File: src/rtl/systolic_seq_ctrl.sv
// Sequencer for an ARRAY_DIM x ARRAY_DIM output-stationary MAC grid: operand skew, accumulator clear, drain, done.
// Optional STALL_CNT_EN adds o_stall_cnt, a saturating count of FEED cycles without a valid operand.
module systolic_seq_ctrl #(
   parameter int unsigned DATA_WIDTH = 32,
   parameter int unsigned ARRAY_DIM  = 4,
   parameter int unsigned KLEN_W     = 8
) (
   input  logic                              i_clk,
   input  logic                              i_rst_n,
   input  logic                              i_start,
   input  logic [KLEN_W-1:0]                 i_k_len,
   input  logic                              i_abort,
   input  logic                              i_op_valid,
   output logic                              o_op_ready,
   input  logic [ARRAY_DIM*DATA_WIDTH-1:0]   i_a_vec,
   input  logic [ARRAY_DIM*DATA_WIDTH-1:0]   i_b_vec,
   output logic [ARRAY_DIM*DATA_WIDTH-1:0]   o_a_edge,
   output logic [ARRAY_DIM*DATA_WIDTH-1:0]   o_b_edge,
   output logic                              o_mac_clr,
   output logic                              o_busy,
`ifdef STALL_CNT_EN
   output logic [31:0]                       o_stall_cnt,
`endif
   output logic                              o_done
);

   localparam int unsigned DRAIN_LEN = 2 * ARRAY_DIM;
   localparam int unsigned DRAIN_W   = $clog2(DRAIN_LEN);

   localparam logic [2:0] S_IDLE  = 3'd0;
   localparam logic [2:0] S_CLEAR = 3'd1;
   localparam logic [2:0] S_FEED  = 3'd2;
   localparam logic [2:0] S_DRAIN = 3'd3;
   localparam logic [2:0] S_DONE  = 3'd4;
   localparam logic [2:0] S_FLUSH = 3'd5;

   logic [2:0]          r_state;
   logic [2:0]          w_state_nxt;
   logic [KLEN_W-1:0]   r_k_len;
   logic [KLEN_W-1:0]   r_beat_cnt;
   logic [DRAIN_W-1:0]  r_drain_cnt;
   logic                r_op_ready;
   logic                r_mac_clr;
   logic                r_busy;
   logic                r_done;
   logic                w_op_ready_nxt;
   logic                w_mac_clr_nxt;
   logic                w_busy_nxt;
   logic                w_done_nxt;
   logic                w_beat;
   logic                w_last_beat;

   assign w_beat      = (r_state == S_FEED) && i_op_valid && r_op_ready;
   assign w_last_beat = w_beat && (r_beat_cnt == (r_k_len - KLEN_W'(1)));

   // Next state and next registered outputs; abort wins over every other busy transition.
   always_comb begin
      w_state_nxt = r_state;
      case (r_state)
         S_IDLE:  if (i_start) w_state_nxt = S_CLEAR;
         S_CLEAR: begin
            if (i_abort)               w_state_nxt = S_FLUSH;
            else if (r_k_len == '0)    w_state_nxt = S_DRAIN;
            else                       w_state_nxt = S_FEED;
         end
         S_FEED: begin
            if (i_abort)               w_state_nxt = S_FLUSH;
            else if (w_last_beat)      w_state_nxt = S_DRAIN;
         end
         S_DRAIN: begin
            if (i_abort)               w_state_nxt = S_FLUSH;
            else if (r_drain_cnt == DRAIN_W'(DRAIN_LEN - 1))
                                       w_state_nxt = S_DONE;
         end
         S_DONE:  w_state_nxt = S_IDLE;
         S_FLUSH: w_state_nxt = S_IDLE;
         default: w_state_nxt = S_IDLE;
      endcase
      w_op_ready_nxt = (w_state_nxt == S_FEED);
      w_mac_clr_nxt  = (w_state_nxt == S_CLEAR) || (w_state_nxt == S_FLUSH);
      w_busy_nxt     = (w_state_nxt != S_IDLE);
      w_done_nxt     = (w_state_nxt == S_DONE);
   end

   always_ff @(posedge i_clk or negedge i_rst_n) begin
      if (!i_rst_n) begin
         r_state     <= S_IDLE;
         r_k_len     <= '0;
         r_beat_cnt  <= '0;
         r_drain_cnt <= '0;
         r_op_ready  <= 1'b0;
         r_mac_clr   <= 1'b0;
         r_busy      <= 1'b0;
         r_done      <= 1'b0;
      end else begin
         r_state    <= w_state_nxt;
         r_op_ready <= w_op_ready_nxt;
         r_mac_clr  <= w_mac_clr_nxt;
         r_busy     <= w_busy_nxt;
         r_done     <= w_done_nxt;
         if ((r_state == S_IDLE) && i_start) r_k_len <= i_k_len;
         if (w_state_nxt == S_CLEAR)         r_beat_cnt <= '0;
         else if (w_beat)                    r_beat_cnt <= r_beat_cnt + KLEN_W'(1);
         if (r_state == S_DRAIN)             r_drain_cnt <= r_drain_cnt + DRAIN_W'(1);
         else                                r_drain_cnt <= '0;
      end
   end

   assign o_op_ready = r_op_ready;
   assign o_mac_clr  = r_mac_clr;
   assign o_busy     = r_busy;
   assign o_done     = r_done;

   // Lane i is an (i+1)-deep shift line; non-beat cycles shift in zeros so bubbles stay aligned.
   for (genvar gi = 0; gi < ARRAY_DIM; gi++) begin : g_lane
      logic [gi:0][DATA_WIDTH-1:0] r_a_sr;
      logic [gi:0][DATA_WIDTH-1:0] r_b_sr;
      logic [DATA_WIDTH-1:0]       w_a_in;
      logic [DATA_WIDTH-1:0]       w_b_in;

      assign w_a_in = w_beat ? i_a_vec[gi*DATA_WIDTH +: DATA_WIDTH] : '0;
      assign w_b_in = w_beat ? i_b_vec[gi*DATA_WIDTH +: DATA_WIDTH] : '0;

      always_ff @(posedge i_clk or negedge i_rst_n) begin
         if (!i_rst_n) begin
            r_a_sr <= '0;
            r_b_sr <= '0;
         end else if (w_mac_clr_nxt) begin
            r_a_sr <= '0;
            r_b_sr <= '0;
         end else begin
            r_a_sr <= ((gi + 1) * DATA_WIDTH)'({r_a_sr, w_a_in});
            r_b_sr <= ((gi + 1) * DATA_WIDTH)'({r_b_sr, w_b_in});
         end
      end

      assign o_a_edge[gi*DATA_WIDTH +: DATA_WIDTH] = r_a_sr[gi];
      assign o_b_edge[gi*DATA_WIDTH +: DATA_WIDTH] = r_b_sr[gi];
   end

`ifdef STALL_CNT_EN
   logic [31:0] r_stall_cnt;

   always_ff @(posedge i_clk or negedge i_rst_n) begin
      if (!i_rst_n)
         r_stall_cnt <= '0;
      else if (w_state_nxt == S_CLEAR)
         r_stall_cnt <= '0;
      else if ((r_state == S_FEED) && !i_op_valid && (r_stall_cnt != 32'hFFFF_FFFF))
         r_stall_cnt <= r_stall_cnt + 32'd1;
   end

   assign o_stall_cnt = r_stall_cnt;
`endif

endmodule

File: config.mk
export PLATFORM = sky130hd
export DESIGN_NAME = systolic_seq_ctrl
export DESIGN_NICKNAME = d
export VERILOG_FILES = /design/src/rtl/systolic_seq_ctrl.sv
export SDC_FILE = /design/constraint.sdc
export NUM_CORES = 1
export LEC_CHECK = 0
export BUFFER_PORTS_ARGS = -buffer_cell sky130_fd_sc_hd__buf_2
export CORE_ASPECT_RATIO = 1.5
export CORE_MARGIN = 4
export CORE_UTILIZATION = 40
export DETAILED_ROUTE_END_ITERATION = 12
export PLACE_DENSITY = 0.66
export SLEW_MARGIN = 20
export SYNTH_ARGS = -nofsm -noshare
export SYNTH_HDL_FRONTEND = slang
export SYNTH_SLANG_ARGS = --single-unit
File: constraint.sdc
create_clock -name i_clk -period 5.3 [get_ports i_clk]
set_input_delay 0.53 -clock i_clk [delete_from_list [all_inputs] [get_ports i_clk]]
set_output_delay 0.53 -clock i_clk [all_outputs]
set_load 0.02 [all_outputs]
==> summary.txt, run 1 <==
Initial DRC count = 488
Design area = 27,610 um2
P&R area growth vs syn = 19.18%
Async S/R FF share, synth = 100.0%
DR WL/cell = 15.78 um
Synth top area share = 71.95%
Fillcell total = 5,004
Delay contributed by the slowest stage of the critical path = 550 ps
Biggest area contributors in the synthesized netlist = dfrtp_1 (72%), nor2b_1 (10%), and2_1 (7.0%)
CTS H-tree lvls = 3
Highest net fanout along the worst path = 216
Total number of yosys warnings = 0
Post-detailed-placement cell area = 25,230 um2
Wire length of the first global-routing pass = 70,440 um
Run status = finished clean
Worst path arrival time = 3260 ps
Crit path required time = 5690 ps
Chip Height = 302.7 um
Startpoint type of the worst setup path = flop
Clk slew on worst S/H paths = 60 ps
Post-layout net count = 2,296
Number of setup buffers added after CTS = 0
Top library cells by usage in the layout, fill and taps aside = dfrtp_1 (666), buf_2 (527), nor2b_1 (385), and2_1 (259), clkbuf_16 (69)
Worst-skew pair later-pin latency = 570 ps
Most frequent standard cell in the layout excluding fill and tap cells = dfrtp_1
Number of buffers added on ports = 528
Share of layout cells above drive strength 1 = 31.76%
Static Leak = 15.24 nW
Ys flop type = dfrtp_1
Number of buffers inserted during clock tree synthesis = 66
Number of different library cells in the post-synthesis netlist = 40
Via total after detailed routing = 12,090
Placement row count = 107
Mean instance size in the synthesized netlist = 13.79 um2
Hold Fails Final Rpt = 0
RePlAce Congestion = 0.8331
Number of enable flip-flop cells after synthesis = 0
Cells after synthesis = 1,680
Part of the cycle the worst path needs = 54.00%
Die area = 61,900 um2
Clk Tree Root Cell = clkbuf_16
Cell type with the highest aggregate area in the netlist = dfrtp_1
Pre-antenna DRT Iters = 4
Category of the worst setup path capture point = flop
Rel. slew slack = 28.30%
Classification of the worst setup path = reg2reg
Initial antenna violation count = 12
Core Footprint = 57,030 um2
Clock period minus final worst setup slack = 2862 ps
Total detailed-routing wirelength = 44,890 um
Number of remaining DRC errors = 0
Largest net degree at the start of global routing = 217
Via count of the first global-routing pass = 12,990
GRT Util Overall = 14.31%
Half-perimeter wire length after detailed placement = 30,360 um
Chain of cells forming the critical path = ha_1, ha_1, nor2b_1, o21ai_0, and3_1, a211oi_4, buf_12, nor2b_1
Transition at the pin with the smallest max-transition slack = 1075 ps
Post-synthesis instance area = 23,160 um2
Setup tns final = 0 ps
Power density normalized to cell area = 412.6 nW/um2
Synthesized flop and latch total = 666
CTS tree = built
Starting Density = 40.61%
CTS Sinks = 666
Number of nets still failing antenna checks after routing = 0
Unrepaired setup endpoints after global routing = no
Max stage delay cell, worst path = buf_12
Type of the worst min-delay path = in2reg
Overflow left after global routing = 0
Io pins = 529
Highest ir drop seen on vdd = 620.0 uV
Max-slew violation total from the final report = 0
Fraction of the yosys area taken by sequential cells = 71.95%
Setup skew after layout = 18.97 ps
Max Freq = 349.4 MHz
Floorplan die width = 204.5 um
Post-synthesis net count = 1,954
Number of vias per cell after detailed routing = 4.250
Number of maximum-capacitance constraint violations = 0
Maximum count of clock buffers along a single path = 3
Final setup violating endpoints = 0
-- Yosys cell counts, types with 6 or more instances --
cell type  number
buf_1          14
buf_2           7
xor2_1          9
nor2b_1       385
buf_4         192
mux2_2          6
clkbuf_1       53
dfrtp_1       666
nor2_1         14
xnor2_1         6
nand2_1         9
nand4_1         6
and2_1        259
-- worst paths after layout --
path	from	to	slack, ps	depth (start not counted)
max in group asynchronous	i_rst_n	o_a_edge[83]	3390	3
min in group asynchronous	i_rst_n	g_lane[0].r_a_sr[2]	540	2
hold reg to reg	r_drain_cnt[0]	r_drain_cnt[0]	440	1
hold / removal	i_b_vec[24]	g_lane[0].r_b_sr[24]	150	2
setup reg to reg	r_drain_cnt[0]	o_b_edge[34]	2440	8
setup / recovery	r_drain_cnt[0]	o_b_edge[34]	2440	8
-- metrics by stage --
stage                     total power, mW  instances  util, %  setup slack [ps]  hold slack [ps]
after global routing                11.95       2841    48.39              2298            115.8
final                               11.39       2845    48.40              2438            154.7
after CTS                           11.59       2838    48.37              2559            100.6
after detailed placement            6.611       2716    44.24              2580            432.5
after floorplan                     6.187       1680        -              3109            234.4
after global placement              6.574       2716    44.24              2660            438.0
-- routing by layer --
layer	global-route usage [%]	vias up	part of all wire [%]
li1	-	5623	-
met1	17.21	5938	39
met2	23.80	412	50
met3	5.271	103	8.5
met4	5.124	14	3.0
met5	0	-	0.22
-- flip-flops by register name, summed over array words and instances (netlist names), 3 cells and up --
register / count
o_a_edge: 96
r_beat_cnt: 8
r_state: 3
r_k_len: 8
o_b_edge: 96
g_lane.r_b_sr: 224
g_lane.r_a_sr: 224
r_drain_cnt: 3
-- worst max-delay path, delay by kind of cell (launching register included) --
kind / cells / cell delay (ps)
buf+inv: 1 / 550
simple gates: 3 / 530
compound gates: 2 / 460
fa+ha+maj: 2 / 410
flops: 1 / 380
-- area by class of cell --
cell class	count	area, um2	area share [%]
diodes	7	17.52	0.06345
inverters	4	15.01	0.05439
clock buffers	91	1909	6.917
well taps	763	954.7	3.458
repair buffers	540	2833	10.26
clock inverters	30	432.9	1.568
flip-flops and latches	666	16670	60.37
multi-input cells	744	4777	17.31
-- report_power, final --
| group | switching [mW] | total, mW | internal (mW) |
|---|---|---|---|
| Combinational | 0.898 | 1.20 | 0.303 |
| Clock | 1.95 | 4.91 | 2.96 |
| Sequential | 0.0883 | 5.28 | 5.19 |
-- cell families after synthesis --
family | after synthesis | share of synthesized area [%]
simple gates | 698 | 18.64
flops | 666 | 71.95
buf+inv | 270 | 7.524
compound gates | 19 | 0.6590
xor+xnor | 16 | 0.6644
mux | 6 | 0.2917
fa+ha+maj | 5 | 0.2701
-- timing repair --
item / CTS / global route
hold buffers: 1 / 0
resized for setup: 0 / 0
setup endpoints to repair: 0 / 0
hold endpoints to repair: 39 / 0
(Power assumes the default switching activity.)
==> inputs of run 2 (changes only) <==
--- a/config.mk
+++ b/config.mk
@@ -5,12 +5,13 @@
 export SDC_FILE = /design/constraint.sdc
 export NUM_CORES = 1
 export LEC_CHECK = 0
+export ABC_AREA = 1
 export BUFFER_PORTS_ARGS = -buffer_cell sky130_fd_sc_hd__buf_2
 export CORE_ASPECT_RATIO = 1.5
 export CORE_MARGIN = 4
 export CORE_UTILIZATION = 40
 export DETAILED_ROUTE_END_ITERATION = 12
-export PLACE_DENSITY = 0.66
+export PLACE_DENSITY = 0.65
 export SLEW_MARGIN = 20
 export SYNTH_ARGS = -nofsm -noshare
 export SYNTH_HDL_FRONTEND = slang
==> constraint.sdc (replaced) <==
create_clock -name i_clk -period 3 [get_ports i_clk]
set_input_delay 0.3 -clock i_clk [delete_from_list [all_inputs] [get_ports i_clk]]
set_output_delay 0.3 -clock i_clk [all_outputs]
set_load 0.02 [all_outputs]
==> summary.txt, run 2 <==
Worst-skew pair later-pin latency = 600 ps (+30 ps)
Number of setup buffers added after CTS = 0 (unchanged)
Post-layout net count = 3,325 (+45%)
Number of nets still failing antenna checks after routing = 0 (unchanged)
Number of maximum-capacitance constraint violations = 0 (unchanged)
Maximum count of clock buffers along a single path = 3 (unchanged)
Static Leak = 16.26 nW (+6.7%)
Number of buffers added on ports = 528 (unchanged)
Area of the multi-input gates = 5617 um2 (+18%)
Classification of the worst setup path = reg2reg
RePlAce Congestion = 0.8356 (+0.30%)
Biggest area contributors in the synthesized netlist = dfrtp_1 (64%), a21oi_1 (8.6%), a21oi_2 (6.4%)
Initial DRC count = 1,130 (+130%)
CTS Sinks = 666 (unchanged)
Final setup violating endpoints = 0 (unchanged)
Via total after detailed routing = 18,390 (+52%)
Io pins = 529 (unchanged)
Most frequent standard cell in the layout excluding fill and tap cells = dfrtp_1
Power density normalized to cell area = 744.3 nW/um2 (+80%)
Cells after synthesis = 2,494 (+48%)
HP Start = i_start
Number of remaining DRC errors = 0 (unchanged)
Category of the worst setup path capture point = flop
Floorplan die width = 217.0 um (+6.1%)
P&R area growth vs syn = 27.65%
Transition at the pin with the smallest max-transition slack = 777.6 ps (-297.9 ps)
Reg2reg start = r_k_len[0]
Fraction of the yosys area taken by sequential cells = 63.61% (-8.3 points)
Share of layout cells above drive strength 1 = 28.99% (-2.8 points)
Ranking of synthesized cells by instance count = dfrtp_1 (666), a21oi_1 (452), inv_1 (411)
Final core occ = 51.76% (+3.4 points)
Number of buffers inserted during clock tree synthesis = 66 (unchanged)
Clk slew on worst S/H paths = 60 ps (about the same)
Largest net degree at the start of global routing = 148 (-32%)
Post-synthesis net count = 2,768 (+42%)
Placement row count = 114 (+6.5%)
Total detailed-routing wirelength = 63,490 um (+41%)
Starting Density = 40.55% (-0.068 points)
Max-slew violation total from the final report = 0 (unchanged)
Crit path required time = 3460 ps (-2230 ps)
Max Freq = 391.0 MHz (+12%)
Total number of yosys warnings = 0 (unchanged)
Async S/R FF share, synth = 100.0% (unchanged)
Highest net fanout along the worst path = 39 (-82%)
Initial antenna violation count = 5 (-7)
Ys flop type = dfrtp_1
Synthesized flop and latch total = 666 (unchanged)
Number of different library cells in the post-synthesis netlist = 26 (-35%)
Pre-antenna DRT Iters = 5 (+1)
Run status = finished clean
Half-perimeter wire length after detailed placement = 40,290 um (+33%)
Type of the worst min-delay path = in2reg
Die area = 69,740 um2 (+13%)
Clock period minus final worst setup slack = 2557 ps (-304.6 ps)
Number of vias per cell after detailed routing = 4.622 (+8.8%)
Total area of sequential cells = 16,670 um2 (unchanged)
DR WL/cell = 15.96 um (+1.1%)
Synth top area share = 63.61% (-8.3 points)
Setup skew after layout = 16.13 ps (-2.832 ps)
Setup tns final = 0 ps (unchanged)
Worst setup path start = r_k_len[0]
Biggest regs = g_lane.r_a_sr: 224 flops, g_lane.r_b_sr: 224 flops
Number of resized instances in the post-cts repair step = 0 (unchanged)
Post-synthesis instance area = 26,200 um2 (+13%)
Flop-to-flop setup slack = 440 ps (-2000 ps)
Smallest setup slack after layout = 442.6 ps (-1995 ps)
Rel. slew slack = 48.16% (+20 points)
Core Footprint = 64,610 um2 (+13%)
Leading cell type by number of instances after synthesis = dfrtp_1
Clk Tree Root Cell = clkbuf_16
Wire length of the first global-routing pass = 102,500 um (+46%)
Overflow left after global routing = 0 (unchanged)
Hold Fails Final Rpt = 0 (unchanged)
Via count of the first global-routing pass = 19,350 (+49%)
Dpl ws = 510.6 ps (-2069 ps)
GRT Util Overall = 18.02% (+3.7 points)
Highest ir drop seen on vdd = 539.3 uV (-13%)
Top library cells by usage in the layout, fill and taps aside = dfrtp_1 (666), buf_2 (527), a21oi_1 (452), inv_1 (411), nand2_1 (318)
Worst path arrival time = 3020 ps (-240 ps)
CTS tree = built
Unrepaired setup endpoints after global routing = no
Mean instance size in the synthesized netlist = 10.50 um2 (-24%)
Fillcell total = 5,535 (+11%)
Part of the cycle the worst path needs = 85.25% (+31 points)
Number of enable flip-flop cells after synthesis = 0 (unchanged)
CTS H-tree lvls = 3 (unchanged)
Startpoint type of the worst setup path = flop
Chip Height = 321.4 um (+6.2%)
Overall power after layout = 24.89 mW (+120%)
Cell type with the highest aggregate area in the netlist = dfrtp_1
## run 2: worst max-delay path, cell delays in order, from the launching register on
cell and delay [ps]:
dfrtp_1 400, inv_1 110, ha_1 340, nand2_1 80, inv_1 50, nor2_1 100, nand2_1 70, nor2_1 90
nand2_1 60, nor2_1 80, nand3_1 170, nand2_8 250, buf_12 220, buf_12 250, a21oi_1 120
## run 2: final cells by class
class / count / share of cell area (%)
well taps: 870 / 3.255
flip-flops and latches: 666 / 49.83
clock inverters: 28 / 1.351
clock buffers: 93 / 5.720
inverters: 416 / 4.692
multi-input cells: 1047 / 16.79
repair buffers: 854 / 18.32
diodes: 4 / 0.02993
## run 2: kinds of logic (layout without fill, tap and decap cells)
family / Yosys count / in the layout / synth area share [%]
buffers and inverters: 781 / 1391 / 15.02
flip-flops: 666 / 666 / 63.61
AO/OA/AOI/OAI: 656 / 656 / 15.29
AND/OR/NAND/NOR: 383 / 383 / 5.736
adder cells (fa/ha/maj): 5 / 5 / 0.2388
XOR/XNOR: 3 / 3 / 0.1003
other: 0 / 4 / 0
## run 2: path summary, 6_finish.rpt
check	endpoint	cells after the start
setup / recovery	g_lane[2].r_a_sr[22]	14
hold / removal	r_k_len[7]	4
setup reg to reg	g_lane[2].r_a_sr[22]	14
hold reg to reg	r_drain_cnt[0]	1
max in group asynchronous	o_b_edge[82]	3
min in group asynchronous	g_lane[3].r_b_sr[27]	2
## run 2: per-stage QoR
step | hold WS [ps] | cells | area [um2]
floorplan | 4.409 | 2494 | 26200
global placement | 337.5 | 3587 | 28410
detailed placement | 346.3 | 3587 | 28410
CTS | 99.80 | 3974 | 33430
global route | 132.8 | 3977 | 33440
finish | 140.2 | 3978 | 33440
## run 2: where the power goes
| group | switching (mW) | internal [mW] |
|---|---|---|
| clock | 3.57 | 5.23 |
| combinational | 4.89 | 1.85 |
| sequential | 0.145 | 9.21 |
## run 2: repair_timing
item                                    in CTS  in global routing
hold endpoints to repair                   325                  0
hold buffers                               266                  0
endpoints found under the setup margin       0                  0
## run 2: layer usage
metal  vias up  wire length (um)  GRT usage (%)
met3       151              4148          4.602
met4         2              2391          7.622
met5         -                12              0
met2       624             32190          31.32
met1      8980             24750          21.24
li1       8631                 -              -
==> inputs of run 3 (changes only) <==
--- a/config.mk
+++ b/config.mk
@@ -5,13 +5,12 @@
 export SDC_FILE = /design/constraint.sdc
 export NUM_CORES = 1
 export LEC_CHECK = 0
-export ABC_AREA = 1
 export BUFFER_PORTS_ARGS = -buffer_cell sky130_fd_sc_hd__buf_2
 export CORE_ASPECT_RATIO = 1.5
 export CORE_MARGIN = 4
 export CORE_UTILIZATION = 40
 export DETAILED_ROUTE_END_ITERATION = 12
-export PLACE_DENSITY = 0.65
+export PLACE_DENSITY = 0.66
 export SLEW_MARGIN = 20
 export SYNTH_ARGS = -nofsm -noshare
 export SYNTH_HDL_FRONTEND = slang
==> summary.txt, run 3 (synthesis gave the netlist of run 1 again) <==
Run status = finished clean
CTS Sinks = 666 (unchanged)
Crit path buffers/inverters = 2 (-2)
Transition at the pin with the smallest max-transition slack = 614.0 ps (-163.6 ps)
CTS tree = built
Crit path required time = 3470 ps (about the same)
Die area = 61,900 um2 (-11%)
DR WL/cell = 16.09 um (+0.80%)
Worst path arrival time = 2930 ps (-90 ps)
Delay contributed by the slowest stage of the critical path = 480 ps (+80 ps)
Classification of the worst setup path = reg2reg
Wire length of the first global-routing pass = 78,840 um (-23%)
Reg2reg start = r_k_len[2]
RePlAce Congestion = 0.8333 (-0.28%)
Worst-skew pair later-pin latency = 610 ps (about the same)
Worst setup path start = r_k_len[2]
Initial antenna violation count = 1 (-4)
Clk Tree Root Cell = clkbuf_16
Type of the worst min-delay path = in2async
Starting Density = 40.61% (+0.068 points)
Setup skew after layout = 24.48 ps (+8.345 ps)
Capturing instance or port of the critical path = o_b_edge[34]
Highest ir drop seen on vdd = 761.5 uV (+41%)
Number of buffers inserted during clock tree synthesis = 60 (-9.1%)
Category of the worst setup path capture point = flop
Biggest regs = g_lane.r_a_sr: 224 flops, g_lane.r_b_sr: 224 flops
Top library cells by usage in the layout, fill and taps aside = dfrtp_1 (666), buf_2 (527), nor2b_1 (385), dlygate4sd3_1 (266), and2_1 (259)
Via count of the first global-routing pass = 14,670 (-24%)
Io pins = 529 (unchanged)
P&R area growth vs syn = 30.21%
Rel. slew slack = 59.07% (+11 points)
Startpoint type of the worst setup path = flop
Dpl ws = 547.7 ps (+37.11 ps)
Half-perimeter wire length after detailed placement = 31,760 um (-21%)
Part of the cycle the worst path needs = 81.86% (-3.4 points)
Number of setup buffers added after CTS = 0 (unchanged)
Highest net fanout along the worst path = 64 (+64%)
Fillcell total = 4,683 (-15%)
Number of buffers added on ports = 528 (unchanged)
Number of buffers inserted for hold repair after clock tree synthesis = 266 (unchanged)
Final setup violating endpoints = 0 (unchanged)
Kind of cell adding the most delay to the critical path = simple AND/OR/NAND/NOR gates
Number of maximum-capacitance constraint violations = 0 (unchanged)
Placement row count = 107 (-6.1%)
Number of vias per cell after detailed routing = 4.239 (-8.3%)
Number of resized instances in the post-cts repair step = 0 (unchanged)
Share of layout cells above drive strength 1 = 28.33% (-0.66 points)
Endpoint of the lowest-slack register-to-register path = o_b_edge[34]
Number of nets still failing antenna checks after routing = 0 (unchanged)
Maximum count of clock buffers along a single path = 3 (unchanged)
Static Leak = 16.32 nW (+0.39%)
Via total after detailed routing = 13,190 (-28%)
Unrepaired setup endpoints after global routing = no
Setup tns final = 0 ps (unchanged)
Number of remaining DRC errors = 0 (unchanged)
Max stage delay cell, worst path = nor3_1
Clk slew on worst S/H paths = 60 ps (about the same)
Largest net degree at the start of global routing = 114 (-23%)
Overflow left after global routing = 0 (unchanged)
Most frequent standard cell in the layout excluding fill and tap cells = dfrtp_1
Power density normalized to cell area = 657.3 nW/um2 (-12%)
Max-slew violation total from the final report = 0 (unchanged)
Chain of cells forming the critical path = nor3_1, nand3_1, a211oi_4, buf_12, buf_12, nor2b_1
CTS H-tree lvls = 2 (-1)
Max Freq = 407.2 MHz (+4.1%)
Pre-antenna DRT Iters = 4 (-1)
Number of logic stages on the critical path including buffering = 6 (-8)
Total detailed-routing wirelength = 50,050 um (-21%)
Flop-to-flop setup slack = 540 ps (+100 ps)
Chip Height = 302.7 um (-5.8%)
GRT Util Overall = 16.04% (-2.0 points)
Clock period minus final worst setup slack = 2456 ps (-101.7 ps)
Smallest setup slack after layout = 544.3 ps (+101.7 ps)
Hold Fails Final Rpt = 0 (unchanged)
Core Footprint = 57,030 um2 (-12%)
Post-layout net count = 2,573 (-23%)
Worst R2R Path Depth = 6 (-8)
Most frequent cell on the critical path = buf_12
Floorplan die width = 204.5 um (-5.7%)
Initial DRC count = 490 (-57%)
## run 3: changes by cell type in the layout (fill, tap and decap cells not counted), sizes merged, moves of 23 or more
| cell | change |
|---|---|
| nor2 | -23 |
| nor2b | +385 |
| inv | -413 |
| buf | -31 |
| a21oi | -639 |
| nand2 | -310 |
| and2 | +259 |
## run 3: where the power goes
group          switching, mW  internal (mW)  total [mW]
sequential             0.165           9.17        9.34
clock                   3.28           4.55        7.83
combinational           1.70          0.955        2.65
## run 3: layout make-up
type / count / area (um2) / area share [%]
well taps: 763 / 954.7 / 3.165
flip-flops and latches: 666 / 16670 / 55.26
inverters: 4 / 15.01 / 0.04978
clock inverters: 32 / 422.9 / 1.402
clock buffers: 78 / 1629 / 5.401
diodes: 1 / 2.502 / 0.008297
multi-input cells: 744 / 4775 / 15.83
repair buffers: 823 / 5695 / 18.88
## run 3: layer usage
layer / global-route usage (%) / wire length (um)
met1: 18.66 / 18940
met2: 28.05 / 25590
met3: 4.448 / 3425
met4: 6.544 / 2094
met5: 0 / 0
## run 3: stage by stage
step           power, mW  hold slack [ps]  utilization [%]  instance area [um2]  instances
2_1_floorplan      10.93            4.409                -                23160       1680
3_3_place_gp       11.85            322.1            44.61                25440       2734
3_5_place_dp       11.92            325.8            44.61                25440       2734
4_1_cts            20.15            232.0            52.88                30160       3110
5_1_grt            20.83            255.4            52.88                30160       3110
6_report           19.82            250.9            52.88                30160       3111
## run 3: how the worst min path moves through the flow
stage	cells past startpoint	slack, ps	start	end
2_1_floorplan	0	4	i_rst_n	g_lane[0].r_a_sr[0]
3_5_place_dp	1	330	i_rst_n	g_lane[0].r_a_sr[5]
3_3_place_gp	1	320	i_rst_n	g_lane[0].r_a_sr[2]
5_1_grt	5	260	i_start	r_beat_cnt[7]
4_1_cts	5	230	i_start	r_beat_cnt[7]
6_report	2	250	i_rst_n	g_lane[0].r_a_sr[2]
